## src/rtl/rom_boot_loader_if.sv

```systemverilog
// Bus bundles for the boot loader: the incoming byte stream (valid/ready) and
// the ROM write port it drives.

interface byte_stream_if;
    logic       valid;
    logic [7:0] data;
    logic       ready;

    modport master (output valid, output data, input ready);
    modport slave  (input valid, input data, output ready);
endinterface

interface rom_wr_if;
    logic        ce;
    logic        we;
    logic [31:0] addr;
    logic [31:0] data;

    modport master (output ce, output we, output addr, output data);
    modport slave  (input ce, input we, input addr, input data);
endinterface

```

## src/rtl/rom_boot_loader.sv

```systemverilog
// Byte-stream boot loader: takes a framed stream (word count, then words, all LSB first)
// and writes the words into the instruction ROM. Define ROM_LOAD_CHKSUM_EN for an XOR trailer byte.

module rom_boot_loader #(
    parameter logic [31:0] BASE_ADDR = 32'h0000_0000,
    parameter int unsigned MAX_WORDS = 1024
) (
    input  logic         i_Clk,
    input  logic         i_Rst_n,
    input  logic         i_start,
    byte_stream_if.slave rx,
    rom_wr_if.master     rom,
    output logic         o_busy,
    output logic         o_done,
    output logic         o_err
);

    typedef enum logic [2:0] {
        S_IDLE,
        S_LEN,
        S_DATA,
        S_WRITE,
`ifdef ROM_LOAD_CHKSUM_EN
        S_CHK,
`endif
        S_DONE
    } state_t;

    state_t      state, state_next;
    logic [1:0]  byte_cnt;
    logic [31:0] shift_q;
    logic [31:0] word_total;
    logic [31:0] word_idx;
    logic [31:0] addr_q;
    logic [31:0] data_q;
    logic [7:0]  chk_q;
    logic        done_q, err_q;

    logic        ready, busy, we;
    logic        xfer, last_byte;
    logic [31:0] assembled;

    assign xfer      = rx.valid & ready;
    assign last_byte = (byte_cnt == 2'd3);
    assign assembled = {rx.data, shift_q[31:8]};

    // NOTE: sequential state updates use non-blocking assignments so every register
    // samples the pre-edge values, independent of statement order.
    always_ff @(posedge i_Clk or negedge i_Rst_n) begin
        if (!i_Rst_n) state <= S_IDLE;
        else          state <= state_next;
    end

    // NOTE: every signal written here gets a default first, so no path leaves one
    // unassigned and no latch is inferred.
    always_comb begin
        state_next = state;
        ready      = 1'b0;
        busy       = 1'b0;
        we         = 1'b0;
        case (state)
            S_IDLE: if (i_start) state_next = S_LEN;
            S_LEN: begin
                ready = 1'b1;
                busy  = 1'b1;
                if (xfer && last_byte) begin
                    if (assembled == 32'd0)
`ifdef ROM_LOAD_CHKSUM_EN
                        state_next = S_CHK;
`else
                        state_next = S_DONE;
`endif
                    else if (assembled > 32'(MAX_WORDS))
                        state_next = S_DONE;
                    else
                        state_next = S_DATA;
                end
            end
            S_DATA: begin
                ready = 1'b1;
                busy  = 1'b1;
                if (xfer && last_byte) state_next = S_WRITE;
            end
            S_WRITE: begin
                busy = 1'b1;
                we   = 1'b1;
                // word_total never exceeds MAX_WORDS here, so word_idx + 1 cannot wrap.
                if (word_idx + 32'd1 < word_total) state_next = S_DATA;
`ifdef ROM_LOAD_CHKSUM_EN
                else                               state_next = S_CHK;
`else
                else                               state_next = S_DONE;
`endif
            end
`ifdef ROM_LOAD_CHKSUM_EN
            S_CHK: begin
                ready = 1'b1;
                busy  = 1'b1;
                if (xfer) state_next = S_DONE;
            end
`endif
            S_DONE:  state_next = S_IDLE;
            default: state_next = S_IDLE;
        endcase
    end

    always_ff @(posedge i_Clk or negedge i_Rst_n) begin
        if (!i_Rst_n) begin
            byte_cnt   <= 2'd0;
            shift_q    <= 32'd0;
            word_total <= 32'd0;
            word_idx   <= 32'd0;
            addr_q     <= 32'd0;
            data_q     <= 32'd0;
            chk_q      <= 8'd0;
            done_q     <= 1'b0;
            err_q      <= 1'b0;
        end else begin
            if (state == S_IDLE && i_start) begin
                done_q   <= 1'b0;
                err_q    <= 1'b0;
                word_idx <= 32'd0;
                byte_cnt <= 2'd0;
                chk_q    <= 8'd0;
            end
            if (xfer) begin
                shift_q  <= assembled;
                byte_cnt <= byte_cnt + 2'd1;
            end
            if (state == S_LEN && xfer && last_byte) begin
                word_total <= assembled;
                if (assembled > 32'(MAX_WORDS)) err_q <= 1'b1;
            end
            if (state == S_DATA && xfer) begin
                chk_q <= chk_q ^ rx.data;
                if (last_byte) begin
                    addr_q <= BASE_ADDR + {word_idx[29:0], 2'b00};
                    data_q <= assembled;
                end
            end
            if (state == S_WRITE) word_idx <= word_idx + 32'd1;
`ifdef ROM_LOAD_CHKSUM_EN
            if (state == S_CHK && xfer && rx.data != chk_q) err_q <= 1'b1;
`endif
            if (state_next == S_DONE) done_q <= 1'b1;
        end
    end

    assign rx.ready = ready;
    assign rom.ce   = busy;
    assign rom.we   = we;
    assign rom.addr = addr_q;
    assign rom.data = data_q;
    assign o_busy   = busy;
    assign o_done   = done_q;
    assign o_err    = err_q;

endmodule

```

## src/flat_wrapper.sv

```systemverilog
// flat-port wrapper written by rule: the top's interface ports become plain ports
module rom_boot_loader_flat 
#(
    parameter logic [31:0] BASE_ADDR = 32'h0000_0000,
    parameter int unsigned MAX_WORDS = 1024
)
  (i_Clk, i_Rst_n, i_start, o_busy, o_done, o_err, rx_valid, rx_data, rx_ready, rom_ce, rom_we, rom_addr, rom_data);
  byte_stream_if rx_i ();
  rom_wr_if rom_i ();
  input  logic i_Clk;
  input  logic i_Rst_n;
  input  logic i_start;
  output logic o_busy;
  output logic o_done;
  output logic o_err;
  input wire logic [$bits(rx_i.valid)-1:0] rx_valid;
  input wire logic [$bits(rx_i.data)-1:0] rx_data;
  output wire logic [$bits(rx_i.ready)-1:0] rx_ready;
  output wire logic [$bits(rom_i.ce)-1:0] rom_ce;
  output wire logic [$bits(rom_i.we)-1:0] rom_we;
  output wire logic [$bits(rom_i.addr)-1:0] rom_addr;
  output wire logic [$bits(rom_i.data)-1:0] rom_data;
  assign rx_i.valid = rx_valid;
  assign rx_i.data = rx_data;
  assign rx_ready = rx_i.ready;
  assign rom_ce = rom_i.ce;
  assign rom_we = rom_i.we;
  assign rom_addr = rom_i.addr;
  assign rom_data = rom_i.data;
  rom_boot_loader #(.BASE_ADDR(BASE_ADDR), .MAX_WORDS(MAX_WORDS)) u_core (.i_Clk(i_Clk), .i_Rst_n(i_Rst_n), .i_start(i_start), .rx(rx_i), .rom(rom_i), .o_busy(o_busy), .o_done(o_done), .o_err(o_err));
endmodule
```

## config.mk

```make
export PLATFORM = sky130hd
export DESIGN_NAME = rom_boot_loader_flat
export DESIGN_NICKNAME = d
export VERILOG_FILES = /design/src/rtl/rom_boot_loader_if.sv /design/src/rtl/rom_boot_loader.sv /design/src/flat_wrapper.sv
export SDC_FILE = /design/constraint.sdc
export NUM_CORES = 1
export LEC_CHECK = 0
export ABC_AREA = 1
export BUFFER_PORTS_ARGS = -buffer_cell sky130_fd_sc_hd__buf_2
export CAP_MARGIN = 15
export CORE_MARGIN = 1.5
export CORE_UTILIZATION = 50
export DETAILED_ROUTE_END_ITERATION = 12
export GPL_ROUTABILITY_DRIVEN = 0
export PLACE_DENSITY = 0.7
export SKIP_CTS_REPAIR_TIMING = 1
export SYNTH_ARGS = -nofsm -noshare
export SYNTH_HDL_FRONTEND = slang
export SYNTH_SLANG_ARGS = --single-unit
```

## constraint.sdc

```tcl
create_clock -name i_Clk -period 4.7 [get_ports i_Clk]
set_input_delay 0.235 -clock i_Clk [delete_from_list [all_inputs] [get_ports i_Clk]]
set_output_delay 0.235 -clock i_Clk [all_outputs]
set_load 0.02 [all_outputs]
```

==> impl_metrics.env <==
export IMPL_status="finished clean"
export IMPL_clk_pin_slew_worst_paths_ns=0.06
export IMPL_drc=0
export IMPL_wire_per_inst_um=15.2
export IMPL_clock_skew_ns=0.00867
export IMPL_crit_path_end="u_core.state[1]"
export IMPL_final_cell_mix="nand2_1 (256), dfrtp_1 (157), inv_1 (135)"
export IMPL_stdcell_count=1211
export IMPL_peakVddDrop_mv=0.309
export IMPL_synth_edff_count=0
export IMPL_place_port_buffers=79
export IMPL_ios=82
export IMPL_reg2regPathDepth=17
export IMPL_numCtsBuffers=17
export IMPL_synth_xor_area_share_pct=1.42
export IMPL_maxSlewHeadroom_pct=53.1
export IMPL_power_density_nw_per_um2=429
export IMPL_track_usage_pct=24.2
export IMPL_worstSetupStartpointType="register"
export IMPL_clock_fmax_mhz=353
export IMPL_dp_cells=1177
export IMPL_antenna_left=0
export IMPL_crit_required_ns=5.02
export IMPL_crit_chain="ha_1, nand2_2, nor2_4, nand2_2, nor2_4, inv_2, nor2_2, nand2_1, xor2_1, ha_1, nand2_1, nor2_1, nand4_1, a21oi_1, nor2_1, nand3_1, nand3_1"
export IMPL_cap_violations=0
export IMPL_clockBufferDepth=2
export IMPL_design_area_sq_um=8900
export IMPL_yosys_area_top_type="dfrtp_1"
export IMPL_synth_cell_type_count=36
export IMPL_cp_slowest_cell="dfrtp_1"
export IMPL_tightest_slew_ns=0.704
export IMPL_vias_per_cell=5.23
export IMPL_r2r_end="u_core.state[1]"
export IMPL_setup_violations=0
export IMPL_finalSetupTns_ns=0
export IMPL_finalNetCount=1055
export IMPL_cts_sinks=157
export IMPL_seq_area_frac_synth_pct=50.7
export IMPL_die_h_um=128
export IMPL_postPlaceCellArea_sq_um=8300
export IMPL_grt_overflow=0
export IMPL_ff2ff_setup_slack_ns=1.87
export IMPL_drive_above_1_share_pct=15.5
export IMPL_criticalPathCategory="reg -> reg"
export IMPL_clockRootBuffer="clkbuf_16"
export IMPL_synth_seq_cells=157
export IMPL_htreeDepth=4
export IMPL_mostFrequentLayoutCell="nand2_1"
export IMPL_min_period_over_period_pct=60.2
export IMPL_synth_area_sq_um=7750
export IMPL_muxShareOfSynthArea_pct=0.290
export IMPL_grt_max_degree=84
export IMPL_syn_inst=936
export IMPL_startpoint="u_core.word_idx[0]"
export IMPL_n_antenna_cell=0
export IMPL_fillers=1379
export IMPL_layout_min_cycle_time_ns=2.83
export IMPL_synth_area_top_cells="dfrtp_1 (51%), nand2_1 (12%), o21ai_0 (8.4%)"
export IMPL_ys_flop_type="dfrtp_1"
export IMPL_synth_warning_count=0
export IMPL_row_count=45
export IMPL_antenna_found_initial=0
export IMPL_finalPower_uw=3820
export IMPL_grt_pass1_vias=6005
export IMPL_post_synth_cell_area_avg_sq_um=8.29
export IMPL_core_area_sq_um=15200
export IMPL_grt_pass1_wl_mm=30.5
export IMPL_clock_latency_ns=0.43
export IMPL_async_reset_ff_share_pct=100
export IMPL_critPathCaptureType="register"
export IMPL_synth_top_area_share_pct=50.7
export IMPL_drt_iter0_drc=562
export IMPL_cts_tree="yes"
export IMPL_slew_violations=0
export IMPL_cp_max_fo=5
export IMPL_start_util_pct=51.0
export IMPL_drt_first_pass_iters=5
export IMPL_routed_wl_mm=18.4
export IMPL_rsz0062_at_grt="false"
export IMPL_fin_util_pct=58.5
export IMPL_p_leak_uw=0.00458
export IMPL_hold_viol=0
export IMPL_fp_dieW_um=128
export IMPL_r2r_start="u_core.word_idx[0]"
export IMPL_num_vias=6331
export IMPL_die_area_sq_um=16300
export IMPL_synth_top_family_by_area="simple AND/OR/NAND/NOR gates"
export IMPL_worstHoldPathType="in -> reg"
export IMPL_cpPeakStageDelay_ns=0.45
export IMPL_arrival_ns=3.15
export IMPL_synth_simple_area_share_pct=22.0
export IMPL_hpwl_mm=13.2
export IMPL_area_growth_pct=14.8
export IMPL_synth_compound_area_share_pct=11.5
export IMPL_synthAdderAreaFrac_pct=5.32
[kinds of logic after synthesis]
| group | count (synthesis) |
|---|---|
| other | 1 |
| AOI/OAI and AO/OA | 172 |
| and+or+nand+nor | 387 |
| buffers and inverters | 174 |
| xor gates and xnor gates | 10 |
| DFF | 157 |
| muxes | 2 |
| adders and majority gates | 33 |
[how the worst min path moves through the flow]
| stage | start | cells past startpoint | endpoint |
|---|---|---|---|
| after floorplan | i_Rst_n | 0 | u_core.byte_cnt[0] |
| after global placement | i_Rst_n | 1 | u_core.rom.addr[9] |
| after detailed placement | i_Rst_n | 1 | u_core.rom.addr[11] |
| after CTS | i_Rst_n | 1 | u_core.rom.addr[24] |
| after global routing | rx_data[6] | 3 | u_core.word_total[30] |
| final | rx_data[4] | 3 | u_core.word_total[28] |
[power breakdown]
part           total, uW  leakage, uW  internal, uW  switching, uW
combinational        755      0.00221           240            515
clock               1330     0.000271           740            590
sequential          1740      0.00210          1590            145
[per-stage QoR]
| step | hold slack [ns] | setup slack [ns] |
|---|---|---|
| after floorplan | -0.0606 | 2.39 |
| after global placement | 0.278 | 1.91 |
| after detailed placement | 0.279 | 1.91 |
| after CTS | -0.187 | 1.89 |
| after global routing | 0.0441 | 1.65 |
| final | 0.0262 | 1.87 |
[state kept, by name, summed over array words and instances, names as in the netlist]
register	count
u_core.o_err	1
u_core.word_total	32
u_core.o_done	1
u_core.rom.addr	30
u_core.shift_q	24
u_core.state	3
u_core.byte_cnt	2
u_core.word_idx	32
u_core.rom.data	32
[worst max-delay path, delay by kind of cell (launching register included)]
| family | cells | cell delay, ns |
|---|---|---|
| buffers and inverters | 1 | 0.07 |
| adders and majority gates | 2 | 0.58 |
| and+or+nand+nor | 12 | 1.29 |
| DFF | 1 | 0.45 |
| xor gates and xnor gates | 1 | 0.18 |
| AOI/OAI and AO/OA | 1 | 0.15 |
[metal layers]
| metal | track usage [%] | vias up | part of all wire (%) |
|---|---|---|---|
| met3 | 4.27 | 40 | 5.8 |
| met4 | 10.9 | 0 | 3.0 |
| met5 | 0 | - | 0 |
| met2 | 36.4 | 237 | 45 |
| met1 | 34.4 | 2910 | 47 |
| li1 | - | 3144 | - |
[area by class of cell]
cell class	count	area, sq um	share of cell area, %
well taps	188	235	2.64
clock buffers	18	429	4.82
inverters	141	529	5.95
flip-flops and latches	157	3930	44.1
clock inverters	14	138	1.55
multi-input cells	606	3160	35.5
repair buffers	87	477	5.36
[cell usage after synthesis (2+ instances only)]
cell      count
o22ai_1      12
nor4_2        2
xor2_2        3
or2_2         2
nand2_1     257
nor4_1        3
inv_2         6
ha_1         33
clkbuf_1     16
xor2_1        7
mux2_2        2
inv_1       135
nor3_1        8
a21oi_1      16
buf_4         3
nand4_1      21
nor3_2        4
dfrtp_1     157
nor2_1       38
nand2_2       8
o21ai_0     130
nor2_2        5
nand3_1      30
o21ai_1       8
o21a_1        2
nor2_4        5
buf_2        14
(Power assumes the default switching activity.)
